<file path="config.mk">
export PLATFORM = sky130hd
export DESIGN_NAME = ahbl_dma_master
export DESIGN_NICKNAME = d
export VERILOG_FILES = /design/src/rtl/ahbl_pkg.sv /design/src/rtl/ahbl_dma_master.sv
export SDC_FILE = /design/constraint.sdc
export NUM_CORES = 1
export LEC_CHECK = 0
export CAP_MARGIN = 20
export CORE_ASPECT_RATIO = 0.5
export CORE_MARGIN = 5
export CORE_UTILIZATION = 45
export DETAILED_ROUTE_END_ITERATION = 10
export GPL_TIMING_DRIVEN = 0
export PLACE_DENSITY = 0.78
export SLEW_MARGIN = 20
export SYNTH_ARGS = -nofsm -noshare
export SYNTH_HDL_FRONTEND = slang
export SYNTH_SLANG_ARGS = --single-unit
</file>
<file path="constraint.sdc">
create_clock -name HCLK -period 3.77 [get_ports HCLK]
set_input_delay 0.5655 -clock HCLK [delete_from_list [all_inputs] [get_ports HCLK]]
set_output_delay 0.5655 -clock HCLK [all_outputs]
set_load 0.005 [all_outputs]
</file>
<file path="src/rtl/ahbl_pkg.sv">
// Shared AHB-Lite encodings and the DMA master state type.
package ahbl_pkg;

    localparam logic [1:0] HTRANS_IDLE   = 2'b00;
    localparam logic [1:0] HTRANS_NONSEQ = 2'b10;
    localparam logic [2:0] HSIZE_WORD    = 3'b010;

    typedef enum logic [2:0] {
        IDLE,
        RD_A,
        RD_D,
        WR_A,
        WR_D,
        DONE
    } dma_state_t;

endpackage

</file>
<file path="src/rtl/ahbl_dma_master.sv">
// Single-channel word-copy DMA acting as an AHB-Lite initiator: one read then one write per word.
// Optional sticky completion interrupt is built when DMA_IRQ_EN is defined.
module ahbl_dma_master
    import ahbl_pkg::*;
#(
    parameter int unsigned LEN_W = 16
) (
    input  logic             HCLK,
    input  logic             HRESET,
    input  logic             start,
    input  logic             abort,
    input  logic [31:0]      src_addr,
    input  logic [31:0]      dst_addr,
    input  logic [LEN_W-1:0] len,
    output logic             busy,
    output logic             done,
    output logic             aborted,
    output logic [LEN_W-1:0] words_done,
    output logic [31:0]      HADDR,
    output logic [1:0]       HTRANS,
    output logic [2:0]       HSIZE,
    output logic             HWRITE,
    output logic [31:0]      HWDATA,
    input  logic             HREADY,
    input  logic [31:0]      HRDATA,
    output logic             irq,
    input  logic             irq_clr
);

    dma_state_t       state, state_nxt;
    logic [31:0]      src_q, dst_q, buf_q;
    logic [LEN_W-1:0] len_q;
    logic             abort_q;
    logic             last_word;
    logic [3:0]       unused_addr_lsbs;

    assign unused_addr_lsbs = {src_addr[1:0], dst_addr[1:0]};
    assign last_word        = (words_done + LEN_W'(1)) == len_q;
    assign busy             = (state != IDLE);
    assign done             = (state == DONE);
    assign HSIZE            = HSIZE_WORD;

    always_ff @(posedge HCLK or posedge HRESET) begin
        if (HRESET) state <= IDLE;
        else        state <= state_nxt;
    end

    always_comb begin
        state_nxt = state;
        HTRANS    = HTRANS_IDLE;
        HADDR     = '0;
        HWRITE    = 1'b0;
        HWDATA    = '0;
        case (state)
            IDLE: if (start) state_nxt = (len == '0) ? DONE : RD_A;
            RD_A: begin
                HTRANS = HTRANS_NONSEQ;
                HADDR  = src_q;
                if (HREADY) state_nxt = RD_D;
            end
            RD_D: if (HREADY) state_nxt = WR_A;
            WR_A: begin
                HTRANS = HTRANS_NONSEQ;
                HADDR  = dst_q;
                HWRITE = 1'b1;
                if (HREADY) state_nxt = WR_D;
            end
            WR_D: begin
                HWDATA = buf_q;
                if (HREADY) state_nxt = (last_word || abort || abort_q) ? DONE : RD_A;
            end
            DONE:    state_nxt = IDLE;
            default: state_nxt = IDLE;
        endcase
    end

    // A short abort pulse seen mid-word is remembered until that word's write completes.
    always_ff @(posedge HCLK or posedge HRESET) begin
        if (HRESET) begin
            src_q      <= '0;
            dst_q      <= '0;
            buf_q      <= '0;
            len_q      <= '0;
            words_done <= '0;
            aborted    <= 1'b0;
            abort_q    <= 1'b0;
        end else begin
            case (state)
                IDLE: if (start) begin
                    src_q      <= {src_addr[31:2], 2'b00};
                    dst_q      <= {dst_addr[31:2], 2'b00};
                    len_q      <= len;
                    words_done <= '0;
                    aborted    <= 1'b0;
                    abort_q    <= 1'b0;
                end
                RD_A, WR_A: if (abort) abort_q <= 1'b1;
                RD_D: begin
                    if (abort)  abort_q <= 1'b1;
                    if (HREADY) buf_q   <= HRDATA;
                end
                WR_D: begin
                    if (HREADY) begin
                        words_done <= words_done + LEN_W'(1);
                        src_q      <= src_q + 32'd4;
                        dst_q      <= dst_q + 32'd4;
                        aborted    <= (abort || abort_q) && !last_word;
                    end else if (abort) begin
                        abort_q <= 1'b1;
                    end
                end
                DONE:    abort_q <= 1'b0;
                default: ;
            endcase
        end
    end

`ifdef DMA_IRQ_EN
    always_ff @(posedge HCLK or posedge HRESET) begin
        if (HRESET)       irq <= 1'b0;
        else if (done)    irq <= 1'b1;
        else if (irq_clr) irq <= 1'b0;
    end
`else
    logic unused_irq_clr;
    assign unused_irq_clr = irq_clr;
    assign irq            = 1'b0;
`endif

endmodule

</file>
==> results of run 1 <==
==> critical path, delay by kind of cell, from the launching register on <==
| kind | cells | cell delay, ns |
|---|---|---|
| flip-flops | 1 | 0.35 |
| multiplexers | 1 | 0.20 |
| AND/OR/NAND/NOR | 1 | 0.18 |
| buffers and inverters | 3 | 1.68 |
==> area by class of cell <==
type                            count  area, um2  area share
Timing Repair Buffer              199       2057      0.1899
Sequential cell                   129       3228      0.2981
Clock inverter                     12      182.7     0.01687
Clock buffer                       19      442.9     0.04090
Inverter                           13      52.55    0.004852
Buffer                             81      355.3     0.03281
Tap cell                          234      292.8     0.02703
Multi-Input combinational cell    680       4219      0.3896
==> flip-flops by register name, indices dropped and copies added (netlist names) <==
| signal | count |
|---|---|
| buf_q | 32 |
| dst_q | 30 |
| abort_q | 1 |
| state | 3 |
| src_q | 30 |
| words_done | 16 |
| aborted | 1 |
| len_q | 16 |
==> worst min-delay path by stage <==
stage / cells past startpoint / startpoint / to / slack (ns)
finish: 2 / abort_q$_DFFE_PP0P_ / abort_q$_DFFE_PP0P_ / 0.49
global route: 1 / buf_q[7]$_DFFE_PP0P_ / buf_q[7]$_DFFE_PP0P_ / 0.52
CTS: 2 / abort_q$_DFFE_PP0P_ / abort_q$_DFFE_PP0P_ / 0.50
detailed placement: 2 / abort_q$_DFFE_PP0P_ / abort_q$_DFFE_PP0P_ / 0.48
global placement: 2 / abort_q$_DFFE_PP0P_ / abort_q$_DFFE_PP0P_ / 0.47
floorplan: 2 / abort_q$_DFFE_PP0P_ / abort_q$_DFFE_PP0P_ / 0.45
==> synth_stat cells, types with 3 or more instances <==
master	count
xor2_1	10
o22a_1	4
or4_1	3
a31oi_1	8
nor2_1	96
buf_4	9
and3_1	43
and4_1	7
mux2_2	48
a2bb2oi_1	9
o211ai_1	4
a32oi_1	3
clkbuf_1	56
mux2i_1	31
o22ai_1	25
ha_1	3
nand2b_1	4
o21ai_0	63
nor4_1	7
a21o_1	3
and2_1	6
nor3_1	14
inv_1	13
nand4_1	19
nand2_1	62
nor3b_1	6
a21oi_1	89
nand3_1	46
a22oi_1	4
o31ai_1	9
xnor2_1	14
dfrtp_1	129
buf_2	13
==> layer usage <==
metal / GRT usage / wire (um)
met1: 0.3871 / 12170
met2: 0.4494 / 13390
met3: 0.05987 / 2986
met4: 0.09372 / 718
met5: 0 / 0
==> metrics by stage <==
step	util	hold slack, ns
final	0.6286	0.4901
after global routing	0.6286	0.5165
after CTS	0.6286	0.4951
after detailed placement	0.5923	0.4818
after global placement	0.5856	0.4672
after floorplan	-	0.4496
==> power by group <==
part	switching [uW]	internal, uW	total [uW]
clock	679	1130	1810
sequential	651	2000	2650
combinational	1820	1620	3430
==> logic make-up after synthesis <==
family	Yosys count	share of synthesized area
multiplexers	79	0.1086
flip-flops	129	0.4121
AO/OA/AOI/OAI	241	0.1858
AND/OR/NAND/NOR	326	0.2093
XOR/XNOR	24	0.02684
adder cells (fa/ha/maj)	3	0.004793
other	2	0.0009588
buffers and inverters	94	0.05160
==> results.json, run 1 <==
{
  "grt_pass1_wl_mm": 44.52,
  "drc": 0,
  "drv_cap": 0,
  "synth_top_cell_by_area": "dfrtp_1",
  "path_max_fanout": 10,
  "track_usage": 0.2811,
  "n_fill_cell": 1447,
  "worstHoldPathType": "flop to flop",
  "final.setup_skew_ns": 0.01000,
  "period_needed_ns": 3.401,
  "grt.overflow.total": 0,
  "cts_setup_buffers": 0,
  "power_leakage_uw": 0.004371,
  "wirelength_mm": 29.26,
  "rr_endpoint": "state[2]$_DFFE_PP0P_",
  "cts_inserted_buffers": 17,
  "ant_nets": 0,
  "yosysWarnings": 0,
  "finalSetupViolations": 0,
  "status": "finished, final reports clean",
  "io_buffers": 194,
  "syn2layout_area_growth_pct": 38.27,
  "yosys_register_bits": 129,
  "place_ws_ns": 0.4448,
  "nets": 1242,
  "viasPerCell": 6.012,
  "cts_sinks": 129,
  "worst_setup_path_start_kind": "flop",
  "syn_inst": 898,
  "ys_seq_area_frac": 0.4121,
  "fin_cells": 1367,
  "drive_above_1_share": 0.1033,
  "tns_ns": 0,
  "globalplace.congestion": 0.9694,
  "clk_latency_ns": 0.43,
  "core-area_um2": 17230,
  "htree_levels": 4,
  "power.total_uw": 7889,
  "hold_buffers": 0,
  "dp_cells": 1336,
  "synth-main-ff-cell": "dfrtp_1",
  "start_util": 0.4546,
  "critPathArrivalTime_ns": 2.84,
  "final_common_cell": "clkdlybuf4s50_1",
  "syn_avg_cell_area_um2": 8.722,
  "grt_pass1_vias": 8106,
  "maxSlewViolCount": 0,
  "crit_slowest_cell": "clkbuf_1",
  "post_cts_resized": 0,
  "synth_area_leaders": "dfrtp_1 41%, mux2_2 6.9%, a21oi_1 5.7%",
  "crit_top_cell": "clkbuf_1",
  "io_pins": 208,
  "cts_tree": "built",
  "netlist_area_um2": 7833,
  "reg2reg_depth": 8,
  "end_kind": "primary output",
  "regToRegSetupSlack_ns": 0.85,
  "ys_types": 61,
  "synth_edf_count": 0,
  "clk_root_buffer_cell": "clkbuf_16",
  "fin_area_um2": 10830,
  "power_density_nw_per_um2": 728.4,
  "drt-wirelength-per-cell_um": 21.40,
  "antenna_found_initial": 0,
  "die_area_um2": 20300,
  "n_antenna_cell": 0,
  "cts_buffer_depth": 2,
  "crit_type": "flop to primary output",
  "place_area_um2": 10200,
  "first_pass_iters": 6,
  "yosysTopAreaCellShare": 0.4121,
  "tightest_slew_ns": 1.032,
  "fmax_mhz": 294.0,
  "rr_startpoint": "words_done[1]$_DFFE_PP0P_",
  "fin_crit_sh": 0.9021,
  "place_hpwl_mm": 21.50,
  "mostFrequentLayoutCells": "194 x clkdlybuf4s50_1, 129 x dfrtp_1, 96 x nor2_1",
  "vias": 8219,
  "slew_headroom": 0.3060,
  "ir_worst_vdd_mv": 0.4220,
  "grt_start_max_net_pins": 26,
  "rows": 34,
  "chipWidth_um": 196.6,
  "crit_path_start": "state[1]$_DFFE_PP0P_",
  "clkTransAtPathRegs_ns": 0.06,
  "drt-initial-drc-count": 1054,
  "rsz0062_at_grt": "no",
  "dieHeight_um": 103.3,
  "crit_path_end": "HADDR[12]",
  "required_ns": 3.20,
  "crit_path_cell_trace": "clkbuf_1 -> clkbuf_1 -> mux2i_1 -> nor2_1 -> clkdlybuf4s50_1",
  "finalHoldViolations": 0,
  "crit_path_max_incr_delay_ns": 0.75,
  "synthArstFlopShare": 1.000,
  "fin_ws_ns": 0.3690
}
Power figures use the tool's default switching activity.
==> inputs of run 2 (changes only) <==
--- a/config.mk
+++ b/config.mk
@@ -6,12 +6,14 @@
 export NUM_CORES = 1
 export LEC_CHECK = 0
 export CAP_MARGIN = 20
+export CELL_PAD_IN_SITES_DETAIL_PLACEMENT = 0
+export CELL_PAD_IN_SITES_GLOBAL_PLACEMENT = 2
 export CORE_ASPECT_RATIO = 0.5
 export CORE_MARGIN = 5
-export CORE_UTILIZATION = 45
+export CORE_UTILIZATION = 26
 export DETAILED_ROUTE_END_ITERATION = 10
 export GPL_TIMING_DRIVEN = 0
-export PLACE_DENSITY = 0.78
+export PLACE_DENSITY = 0.77
 export SLEW_MARGIN = 20
 export SYNTH_ARGS = -nofsm -noshare
 export SYNTH_HDL_FRONTEND = slang
==> results.json, run 2 (same netlist as run 1, synthesis figures left out) <==
{
  "cts_inserted_buffers": 17,
  "critPathArrivalTime_ns": 3.00,
  "syn2layout_area_growth_pct": 40.50,
  "crit_buf_inv": 3,
  "ir_worst_vdd_mv": 0.3972,
  "wirelength_mm": 33.63,
  "top_regs": "buf_q: 32 flops, dst_q: 30 flops, src_q: 30 flops",
  "grt_pass1_wl_mm": 50.83,
  "rr_startpoint": "src_q[2]$_DFFE_PP0P_",
  "use_met2": 0.3262,
  "finalHoldViolations": 0,
  "maxSlewViolCount": 0,
  "first_pass_iters": 5,
  "worstHoldPathType": "flop to flop",
  "drv_cap": 0,
  "top_usage_layer": "met2",
  "period_needed_ns": 3.565,
  "finalSetupViolations": 0,
  "drc": 0,
  "power_density_nw_per_um2": 720.9,
  "crit_top_cell": "clkbuf_1",
  "reg2reg_depth": 7,
  "start_util": 0.2669,
  "dieHeight_um": 132.7,
  "crit_type": "flop to primary output",
  "cts_setup_buffers": 0,
  "regMostFlops": "buf_q",
  "drt-initial-drc-count": 870,
  "cts_sinks": 129,
  "globalplace.congestion": 0.8962,
  "status": "finished, final reports clean",
  "fin_crit_sh": 0.9456,
  "final.setup_skew_ns": 0.009637,
  "io_pins": 208,
  "n_fill_cell": 2981,
  "hold_buffers": 0,
  "rows": 44,
  "io_buffers": 194,
  "largest_reg_flops": 32,
  "use_met1": 0.2503,
  "required_ns": 3.20,
  "min_path_cells": 2,
  "place_hpwl_mm": 24.74,
  "crit_path_cell_trace": "clkbuf_1 -> clkbuf_1 -> mux2i_1 -> nor2_1 -> clkdlybuf4s50_1",
  "vias": 7976,
  "fmax_mhz": 280.5,
  "track_usage": 0.1936,
  "chipWidth_um": 255.5,
  "rsz0062_at_grt": "no",
  "htree_levels": 4,
  "rr_endpoint": "src_q[28]$_DFFE_PP0P_",
  "final_common_cell": "clkdlybuf4s50_1",
  "crit_path_max_incr_delay_ns": 0.87,
  "slew_headroom": 0.2519,
  "drt-wirelength-per-cell_um": 22.07,
  "antenna_found_initial": 0,
  "viasPerCell": 5.234,
  "drive_above_1_share": 0.1033,
  "hold_end": "abort_q$_DFFE_PP0P_",
  "clk_root_buffer_cell": "clkbuf_16",
  "clkTransAtPathRegs_ns": 0.06,
  "nets": 1241,
  "post_cts_resized": 0,
  "cp_top_family": "buffers and inverters",
  "path_max_fanout": 10,
  "grt_pass1_vias": 8133,
  "die_area_um2": 33910,
  "gr-usage-met3": 0.03561,
  "hold_start": "abort_q$_DFFE_PP0P_",
  "end_kind": "primary output",
  "mostFrequentLayoutCells": "194 x clkdlybuf4s50_1, 129 x dfrtp_1, 96 x nor2_1",
  "power_leakage_uw": 0.004365,
  "tns_ns": 0,
  "ant_nets": 0,
  "grt_start_max_net_pins": 33,
  "tightest_slew_ns": 1.112,
  "post-route-util": 0.3750,
  "regToRegSetupSlack_ns": 0.61,
  "worst_setup_path_start_kind": "flop",
  "grt.overflow.total": 0,
  "clk_latency_ns": 0.45,
  "core-area_um2": 29340,
  "cts_buffer_depth": 2,
  "cts_tree": "built",
  "n_antenna_cell": 0,
  "crit_slowest_cell": "clkbuf_1"
}
-- run 2: area by class of cell --
| type | instances | area (um2) | area share |
|---|---|---|---|
| Buffer | 81 | 355.3 | 0.03229 |
| Clock buffer | 19 | 442.9 | 0.04025 |
| Clock inverter | 13 | 186.4 | 0.01694 |
| Inverter | 13 | 52.55 | 0.004775 |
| Multi-Input combinational cell | 680 | 4228 | 0.3842 |
| Sequential cell | 129 | 3228 | 0.2933 |
| Tap cell | 391 | 489.2 | 0.04446 |
| Timing Repair Buffer | 198 | 2022 | 0.1837 |
-- run 2: per-stage QoR --
step                instance area [um2]  hold slack, ns  power, uW  setup slack, ns  cells
finish                            11000          0.4989       7933           0.2051   1524
global route                      11000          0.5137       8408          0.07274   1524
CTS                               11000          0.4849       7941           0.1632   1524
detailed placement                10380          0.4886       6112           0.3346   1492
global placement                  10290          0.4649       6023           0.1253   1488
floorplan                          7855          0.4496       4504            1.471    903
-- run 2: how the worst max path moves through the flow --
stage | cells after the start | slack (ns) | from | to
floorplan | 8 | 1.47 | words_done[1]$_DFFE_PP0P_ | state[2]$_DFFE_PP0P_
finish | 5 | 0.21 | state[1]$_DFFE_PP0P_ | HADDR[17]
detailed placement | 7 | 0.33 | start | dst_q[10]$_DFFE_PP0P_
global placement | 2 | 0.13 | HRESET | words_done[2]$_DFFE_PP0P_
global route | 5 | 0.07 | state[1]$_DFFE_PP0P_ | HADDR[2]
CTS | 5 | 0.16 | state[1]$_DFFE_PP0P_ | HADDR[17]
-- run 2: worst min-delay path, cell delays in order, from the launching register on --
cell and delay [ns]:
dfrtp_1 0.35, nand2_1 0.05, o21ai_0 0.07
-- run 2: power breakdown --
part           internal (uW)  switching [uW]
clock                   1120             690
sequential              2000             591
combinational           1620            1920
-- run 2: metal layers --
layer / up-vias / share of wire / wire, um
li1: 3709 / - / -
met1: 3962 / 0.44 / 14760
met2: 247 / 0.48 / 16170
met3: 58 / 0.050 / 1667
met4: 0 / 0.031 / 1030
met5: - / 0 / 0
